## src/rtl/score_disp_pkg.sv

```systemverilog
// Shared types and helpers for the Snake score display scheduler.
// Status codes, FSM states, display-source codes and leading-zero blanking.
package score_disp_pkg;

  localparam logic [2:0] ST_START = 3'b001;
  localparam logic [2:0] ST_PLAY  = 3'b010;
  localparam logic [2:0] ST_END   = 3'b100;

  localparam logic [1:0] SRC_BANNER = 2'b00;
  localparam logic [1:0] SRC_SCORE  = 2'b01;
  localparam logic [1:0] SRC_FINAL  = 2'b10;
  localparam logic [1:0] SRC_HIGH   = 2'b11;

  // State encodings equal the Disp_src codes so the state register drives Disp_src directly.
  typedef enum logic [1:0] {
    S_BANNER = SRC_BANNER,
    S_SCORE  = SRC_SCORE,
    S_FINAL  = SRC_FINAL,
    S_HIGH   = SRC_HIGH
  } disp_state_e;

  function automatic logic [3:0] lz_blank(input logic [15:0] bcd);
    logic [3:0] m;
    m[3] = (bcd[15:12] == 4'd0);
    m[2] = m[3] && (bcd[11:8] == 4'd0);
    m[1] = m[2] && (bcd[7:4] == 4'd0);
    m[0] = 1'b0;
    return m;
  endfunction

endpackage

```

## src/rtl/ms_tick_gen.sv

```systemverilog
// Millisecond prescaler: one-cycle Ms_tick every CLK_HZ/1000 clocks.
module ms_tick_gen #(
  parameter int CLK_HZ = 24000000
) (
  input  logic Clk_24mhz,
  input  logic Rst,
  output logic Ms_tick
);

  localparam int TERM = CLK_HZ / 1000 - 1;
  localparam int CW   = (TERM > 0) ? $clog2(TERM + 1) : 1;

  logic [CW-1:0] cnt;

  always_ff @(posedge Clk_24mhz or posedge Rst) begin
    if (Rst)                   cnt <= '0;
    else if (cnt == CW'(TERM)) cnt <= '0;
    else                       cnt <= cnt + CW'(1);
  end

  assign Ms_tick = (cnt == CW'(TERM));

endmodule

```

## src/rtl/score_display_sched.sv

```systemverilog
// Chooses what the digit-scan driver shows (live, final, high score) and owns the high score.
// Optional new-record blink is enabled by defining SEG_RECORD_BLINK_EN.
module score_display_sched
  import score_disp_pkg::*;
#(
  parameter int CLK_HZ   = 24000000,
  parameter int DWELL_MS = 2000,
  parameter int BLINK_MS = 250
) (
  input  logic        Clk_24mhz,
  input  logic        Rst,
  input  logic [2:0]  Game_status,
  input  logic [15:0] Score_bcd,
  input  logic        High_clr,
  output logic [15:0] Disp_bcd,
  output logic [3:0]  Disp_blank,
  output logic [1:0]  Disp_src,
  output logic [15:0] High_score,
  output logic        New_record
);

  localparam int DW = $clog2(DWELL_MS + 1);

  logic          ms_tick;
  disp_state_e   state, state_nxt;
  logic [2:0]    status_q;
  logic [DW-1:0] dwell_cnt, dwell_nxt;
  logic [15:0]   final_q, final_nxt, high_nxt, disp_nxt;
  logic          rec_nxt, seen_q, seen_nxt;
  logic          status_ok, status_chg, alternating;
  logic [3:0]    blank_q;

  ms_tick_gen #(.CLK_HZ(CLK_HZ)) u_ms_tick (
    .Clk_24mhz (Clk_24mhz),
    .Rst       (Rst),
    .Ms_tick   (ms_tick)
  );

  assign status_ok   = (Game_status == ST_START) || (Game_status == ST_PLAY) ||
                       (Game_status == ST_END);
  assign status_chg  = (Game_status != status_q);
  // HIGH only alternates back to FINAL when a score was captured this game.
  assign alternating = (state == S_FINAL) || ((state == S_HIGH) && seen_q);

  always_comb begin
    state_nxt = state;
    final_nxt = final_q;
    high_nxt  = High_score;
    rec_nxt   = New_record;
    seen_nxt  = seen_q;
    if (status_chg && status_ok) begin
      case (Game_status)
        ST_START: begin
          state_nxt = S_BANNER;
          rec_nxt   = 1'b0;
          seen_nxt  = 1'b0;
        end
        ST_PLAY: begin
          state_nxt = S_SCORE;
          seen_nxt  = 1'b0;
        end
        default: begin
          if (state == S_SCORE) begin
            state_nxt = S_FINAL;
            final_nxt = Score_bcd;
            seen_nxt  = 1'b1;
            rec_nxt   = (Score_bcd > High_score);
            if (Score_bcd > High_score) high_nxt = Score_bcd;
          end else if (state == S_BANNER) begin
            state_nxt = S_HIGH;
          end
        end
      endcase
    end else if (alternating && ms_tick && (dwell_cnt == DW'(DWELL_MS - 1))) begin
      state_nxt = (state == S_FINAL) ? S_HIGH : S_FINAL;
    end

    if (High_clr) begin
      high_nxt = '0;
      rec_nxt  = 1'b0;
    end

    dwell_nxt = dwell_cnt;
    if (state_nxt != state)         dwell_nxt = '0;
    else if (alternating && ms_tick) dwell_nxt = dwell_cnt + DW'(1);

    case (state_nxt)
      S_SCORE: disp_nxt = Score_bcd;
      S_FINAL: disp_nxt = final_nxt;
      default: disp_nxt = high_nxt;
    endcase
  end

  always_ff @(posedge Clk_24mhz or posedge Rst) begin
    if (Rst) begin
      state      <= S_BANNER;
      status_q   <= '0;
      dwell_cnt  <= '0;
      final_q    <= '0;
      High_score <= '0;
      New_record <= 1'b0;
      seen_q     <= 1'b0;
      Disp_bcd   <= '0;
      blank_q    <= '0;
    end else begin
      state      <= state_nxt;
      status_q   <= Game_status;
      dwell_cnt  <= dwell_nxt;
      final_q    <= final_nxt;
      High_score <= high_nxt;
      New_record <= rec_nxt;
      seen_q     <= seen_nxt;
      Disp_bcd   <= disp_nxt;
      blank_q    <= lz_blank(disp_nxt);
    end
  end

  assign Disp_src = state;

`ifdef SEG_RECORD_BLINK_EN
  localparam int BW = $clog2(BLINK_MS + 1);

  logic [BW-1:0] blink_cnt;
  logic          blink_off;

  always_ff @(posedge Clk_24mhz or posedge Rst) begin
    if (Rst) begin
      blink_cnt <= '0;
      blink_off <= 1'b0;
    end else if (state_nxt != state) begin
      blink_cnt <= '0;
      blink_off <= 1'b0;
    end else if (ms_tick) begin
      if (blink_cnt == BW'(BLINK_MS - 1)) begin
        blink_cnt <= '0;
        blink_off <= ~blink_off;
      end else begin
        blink_cnt <= blink_cnt + BW'(1);
      end
    end
  end

  assign Disp_blank = (blink_off && New_record && ((state == S_FINAL) || (state == S_HIGH))) ?
                      4'b1111 : blank_q;
`else
  assign Disp_blank = blank_q;
`endif

endmodule
```

## config.mk

```make
export PLATFORM = sky130hd
export DESIGN_NAME = score_display_sched
export DESIGN_NICKNAME = d
export VERILOG_FILES = /design/src/rtl/score_disp_pkg.sv /design/src/rtl/ms_tick_gen.sv /design/src/rtl/score_display_sched.sv
export SDC_FILE = /design/constraint.sdc
export NUM_CORES = 1
export LEC_CHECK = 0
export ABC_AREA = 1
export BUFFER_PORTS_ARGS = -buffer_cell sky130_fd_sc_hd__buf_2
export CORE_MARGIN = 3
export CORE_UTILIZATION = 45
export DETAILED_ROUTE_END_ITERATION = 8
export GPL_TIMING_DRIVEN = 0
export PLACE_DENSITY_LB_ADDON = 0.12
export SETUP_SLACK_MARGIN = 0.15
export SKIP_LAST_GASP = 1
export SYNTH_ARGS = -nofsm -noshare
export SYNTH_HDL_FRONTEND = slang
export SYNTH_SLANG_ARGS = --single-unit
```

## constraint.sdc

```tcl
create_clock -name Clk_24mhz -period 7.8 [get_ports Clk_24mhz]
set_input_delay 0.39 -clock Clk_24mhz [delete_from_list [all_inputs] [get_ports Clk_24mhz]]
set_output_delay 0.39 -clock Clk_24mhz [all_outputs]
set_load 0.01 [all_outputs]
```

==> metrics.csv <==
stage;metric;value;unit
outcome;run status;finished clean;
synthesis;post-synth cell types;43;
sta;min Tclk post-route;3.698;ns
synthesis;Post-synth EDFFs;0;
clock_tree;Clock Sink Count;84;
clock_tree;Post-CTS Setup Repair Bufs;0;
critical_path;startpoint class of the critical path;flip-flop;
power_and_ir_drop;P_int;0.8684;mW
critical_path;CP Data Required Time;8.08;ns
clock_tree;Clock Tree Buf Depth;2;
synthesis;compound-cell area share of the yosys netlist;9.718;%
sta;Setup Skew;0.02031;ns
critical_path;reg2reg setup slack;4.10;ns
detailed_routing;Initial DRC Count;160;
sta;Max Clock Freq;270.4;MHz
detailed_routing;WL final;10370;um
synthesis;largest family of logic cells by synthesized area;simple AND/OR/NAND/NOR gates;
synthesis;area leader, netlist;dfrtp_1;
sta;Finish-stage setup viols;0;
synthesis;Synth Net Count;596;
cells_and_area;Final nets;668;
power_and_ir_drop;Power Dens Cells;256.4;nW/um^2
power_and_ir_drop;Seq pwr share;41.4;%
synthesis;synthesized flop and latch total;84;
detailed_routing;Initial DRT Pass Iterations;4;
synthesis;ys flop type;dfrtp_1;
synthesis;synth top area cells;dfrtp_1, nand2_1, inv_1, ha_1, nand3_1;
global_route;first-pass GRT wire length;17630;um
synthesis;syn avg cell area;8.202;um^2
global_route;initial antenna violation count;0;
synthesis;Mapped Area;4519;um^2
synthesis;ys async rst share;100.0;%
sta;RSZ-0062 raised after global routing;no;
critical_path;Worst R2R Path Depth;19;
power_and_ir_drop;Net Sw Power;0.4701;mW
critical_path;crit-path max FO;10;
placement;RD Place Congestion;0.8971;
critical_path;Reg-to-Reg Start;u_ms_tick.cnt[0];
synthesis;mux contribution to synthesized area;0.2215;%
synthesis;synthesized instance count;551;
detailed_routing;via/cell ratio;4.922;
sta;Worst-Margin Slew;0.5966;ns
global_route;largest net degree at the start of global routing;67;
global_route;met2 Track Usage GR;31.86;%
cells_and_area;Area Growth Syn to Fin;15.53;%
sta;Hold Violations, Final;0;
critical_path;R2R Path End;Disp_blank[1];
floorplan;Initial Util;47.56;%
clock_tree;Root Driver;clkbuf_8;
floorplan;row count;35;
clock_tree;later-pin clock latency in the skew report;0.36;ns
floorplan;DIE HEIGHT;106.2;um
sta;final cycle utilization of the critical path;47.41;%
global_route;vias in the first global route;3647;
global_route;met1 Resource Use GR;26.25;%
floorplan;Core Area;9503;um^2
cells_and_area;non-filler cells, final;755;
critical_path;Arrival @ worst endpoint;3.98;ns
global_route;met3 Use GR;4.857;%
power_and_ir_drop;Clock power frac;25.3;%
sta;setup_tns;0;ns
clock_tree;total CTS buffers;9;
placement;Cells after DPL;740;
power_and_ir_drop;leakage power figure;2.847;nW
min_path;worst hold path class;in -> reg;
floorplan;io pins;61;
clock_tree;CTS tree;built;
synthesis;XOR/XNOR share of the synthesized area;2.132;%
sta;Slew HR;60.23;%
synthesis;area share of fa/ha/maj cells after synthesis;6.368;%
power_and_ir_drop;worst vdd ir;0.1509;mV
detailed_routing;Post-DRT Antenna Nets;0;
synthesis;top cells by count, synth;nand2_1, inv_1, dfrtp_1, nor2_1, nand3_1;
cells_and_area;share of layout cells above drive strength 1;18.37;%
detailed_routing;DRC Markers;0;
synthesis;sequential cell area fraction in the yosys report;46.51;%
synthesis;Synth top area share;46.51;%
placement;IO Port Bufs;59;
floorplan;Die ar.;11280;um^2
critical_path;Critical path origin;u_ms_tick.cnt[0];
synthesis;YS warnings;0;
power_and_ir_drop;Sw Ratio;35.12;%
placement;Post-DP Area;5006;um^2
critical_path;Critical Path End;Disp_blank[1];
global_route;gr busiest metal;met2;
power_and_ir_drop;combinational power share;33.3;%
critical_path;CP Class;reg -> reg;
cells_and_area;Ant. Diodes;0;
synthesis;most numerous cell in the Yosys netlist;nand2_1;
floorplan;die width;106.2;um
run;Max-Cap Viols;0;
cells_and_area;post-route cell area;5221;um^2
critical_path;critical path capture point type;flip-flop;
detailed_routing;WL/cell;13.74;um
detailed_routing;DR vias;3716;
global_route;GR Util All Layers;19.56;%
synthesis;Simple-Gate Fraction of Synth Area;24.58;%
sta;Slew Limit Fails;0;
clock_tree;H-tree depth;3;
clock_tree;Reg clk slew, reported paths;0.08;ns
global_route;total global routing overflow;0;
placement;DP HPWL;7568;um
==> power by group through the flow <==
stage / logic [mW] / clock network, mW / registers [mW]
after CTS: 0.451 / 0.348 / 0.555
after detailed placement: 0.448 / 0 / 0.562
final: 0.446 / 0.338 / 0.554
after global routing: 0.507 / 0.368 / 0.563
after floorplan: 0.285 / 0 / 0.579
after global placement: 0.441 / 0 / 0.559
==> registers in the layout, summed over array words and instances (netlist names) <==
| register | flops |
|---|---|
| Disp_bcd | 16 |
| Disp_blank | 3 |
| Disp_src | 2 |
| High_score | 16 |
| New_record | 1 |
| dwell_cnt | 11 |
| final_q | 16 |
| seen_q | 1 |
| status_q | 3 |
| u_ms_tick.cnt | 15 |
==> routing by layer <==
layer  share of wire, %  up-vias
li1                   -     1914
met1                 47     1712
met2                 47       82
met3                5.0        8
met4               0.98        0
met5                  0        -
==> cell usage in the layout, fill, tap and decap left out, types with 7 or more instances in the layout <==
cell	n
o21ai_0	22
buf_2	62
inv_1	91
xor2_1	7
nor2_2	12
a21oi_1	25
nand3_1	28
nor2_1	33
nand2_1	120
nor3_1	10
clkbuf_1	7
dfrtp_1	84
ha_1	23
inv_2	9
nand4_1	19
clkbuf_8	10
==> stage by stage <==
step	hold WS [ns]	worst slack [ns]	utilization, %	power (mW)
2_1_floorplan	0.4214	4.969	-	0.8643
3_3_place_gp	0.4486	4.165	52.36	1.000
3_5_place_dp	0.3564	4.120	52.68	1.010
4_1_cts	0.1989	4.081	54.94	1.353
5_1_grt	0.1980	3.643	54.94	1.438
6_report	0.2159	4.102	54.94	1.338
==> critical path: stages, from the launching register on <==
cell and delay, ns:
dfrtp_1 0.38, ha_1 0.17, nand2_1 0.07, inv_2 0.07
nand2_4 0.06, nor3_4 0.18, nand4_4 0.21, nor2_4 0.20
nand2_2 0.07, a31oi_1 0.30, inv_2 0.07, ha_1 0.29
clkbuf_1 0.38, clkbuf_1 0.50, nand2_1 0.10, nand2_1 0.10
nand2_1 0.05, nor2_1 0.21, nand2_1 0.11, nor2_1 0.09
==> how the worst min path moves through the flow <==
| stage | cells past startpoint | from | endpoint |
|---|---|---|---|
| final | 1 | Game_status[1] | status_q[1] |
| after global routing | 1 | Game_status[1] | status_q[1] |
| after CTS | 1 | Game_status[1] | status_q[1] |
| after detailed placement | 2 | Rst | u_ms_tick.cnt[3] |
| after global placement | 1 | u_ms_tick.cnt[0] | u_ms_tick.cnt[0] |
| after floorplan | 0 | Game_status[0] | status_q[0] |
==> timing repair <==
item	CTS	global route
hold buffers	1	0
gates resized for setup	0	0
endpoints found under the hold margin	18	0
==> kinds of logic after synthesis <==
kind of cell               count (synthesis)
DFF                                       84
xor gates and xnor gates                  11
buffers and inverters                    117
other                                      1
muxes                                      1
adders and majority gates                 23
AOI/OAI and AO/OA                         75
and+or+nand+nor                          239
==> area by class of cell <==
type	count	area (um^2)
clock buffer	12	145.1
inverter	102	385.4
multi-input combinational	350	1948
fill	924	4282
sequential	84	2102
tap	129	161.4
buffer	15	86.33
clock inverter	2	60.06
timing repair buffer	61	332.8
Note: power is estimated with default switching activity, not from simulation.
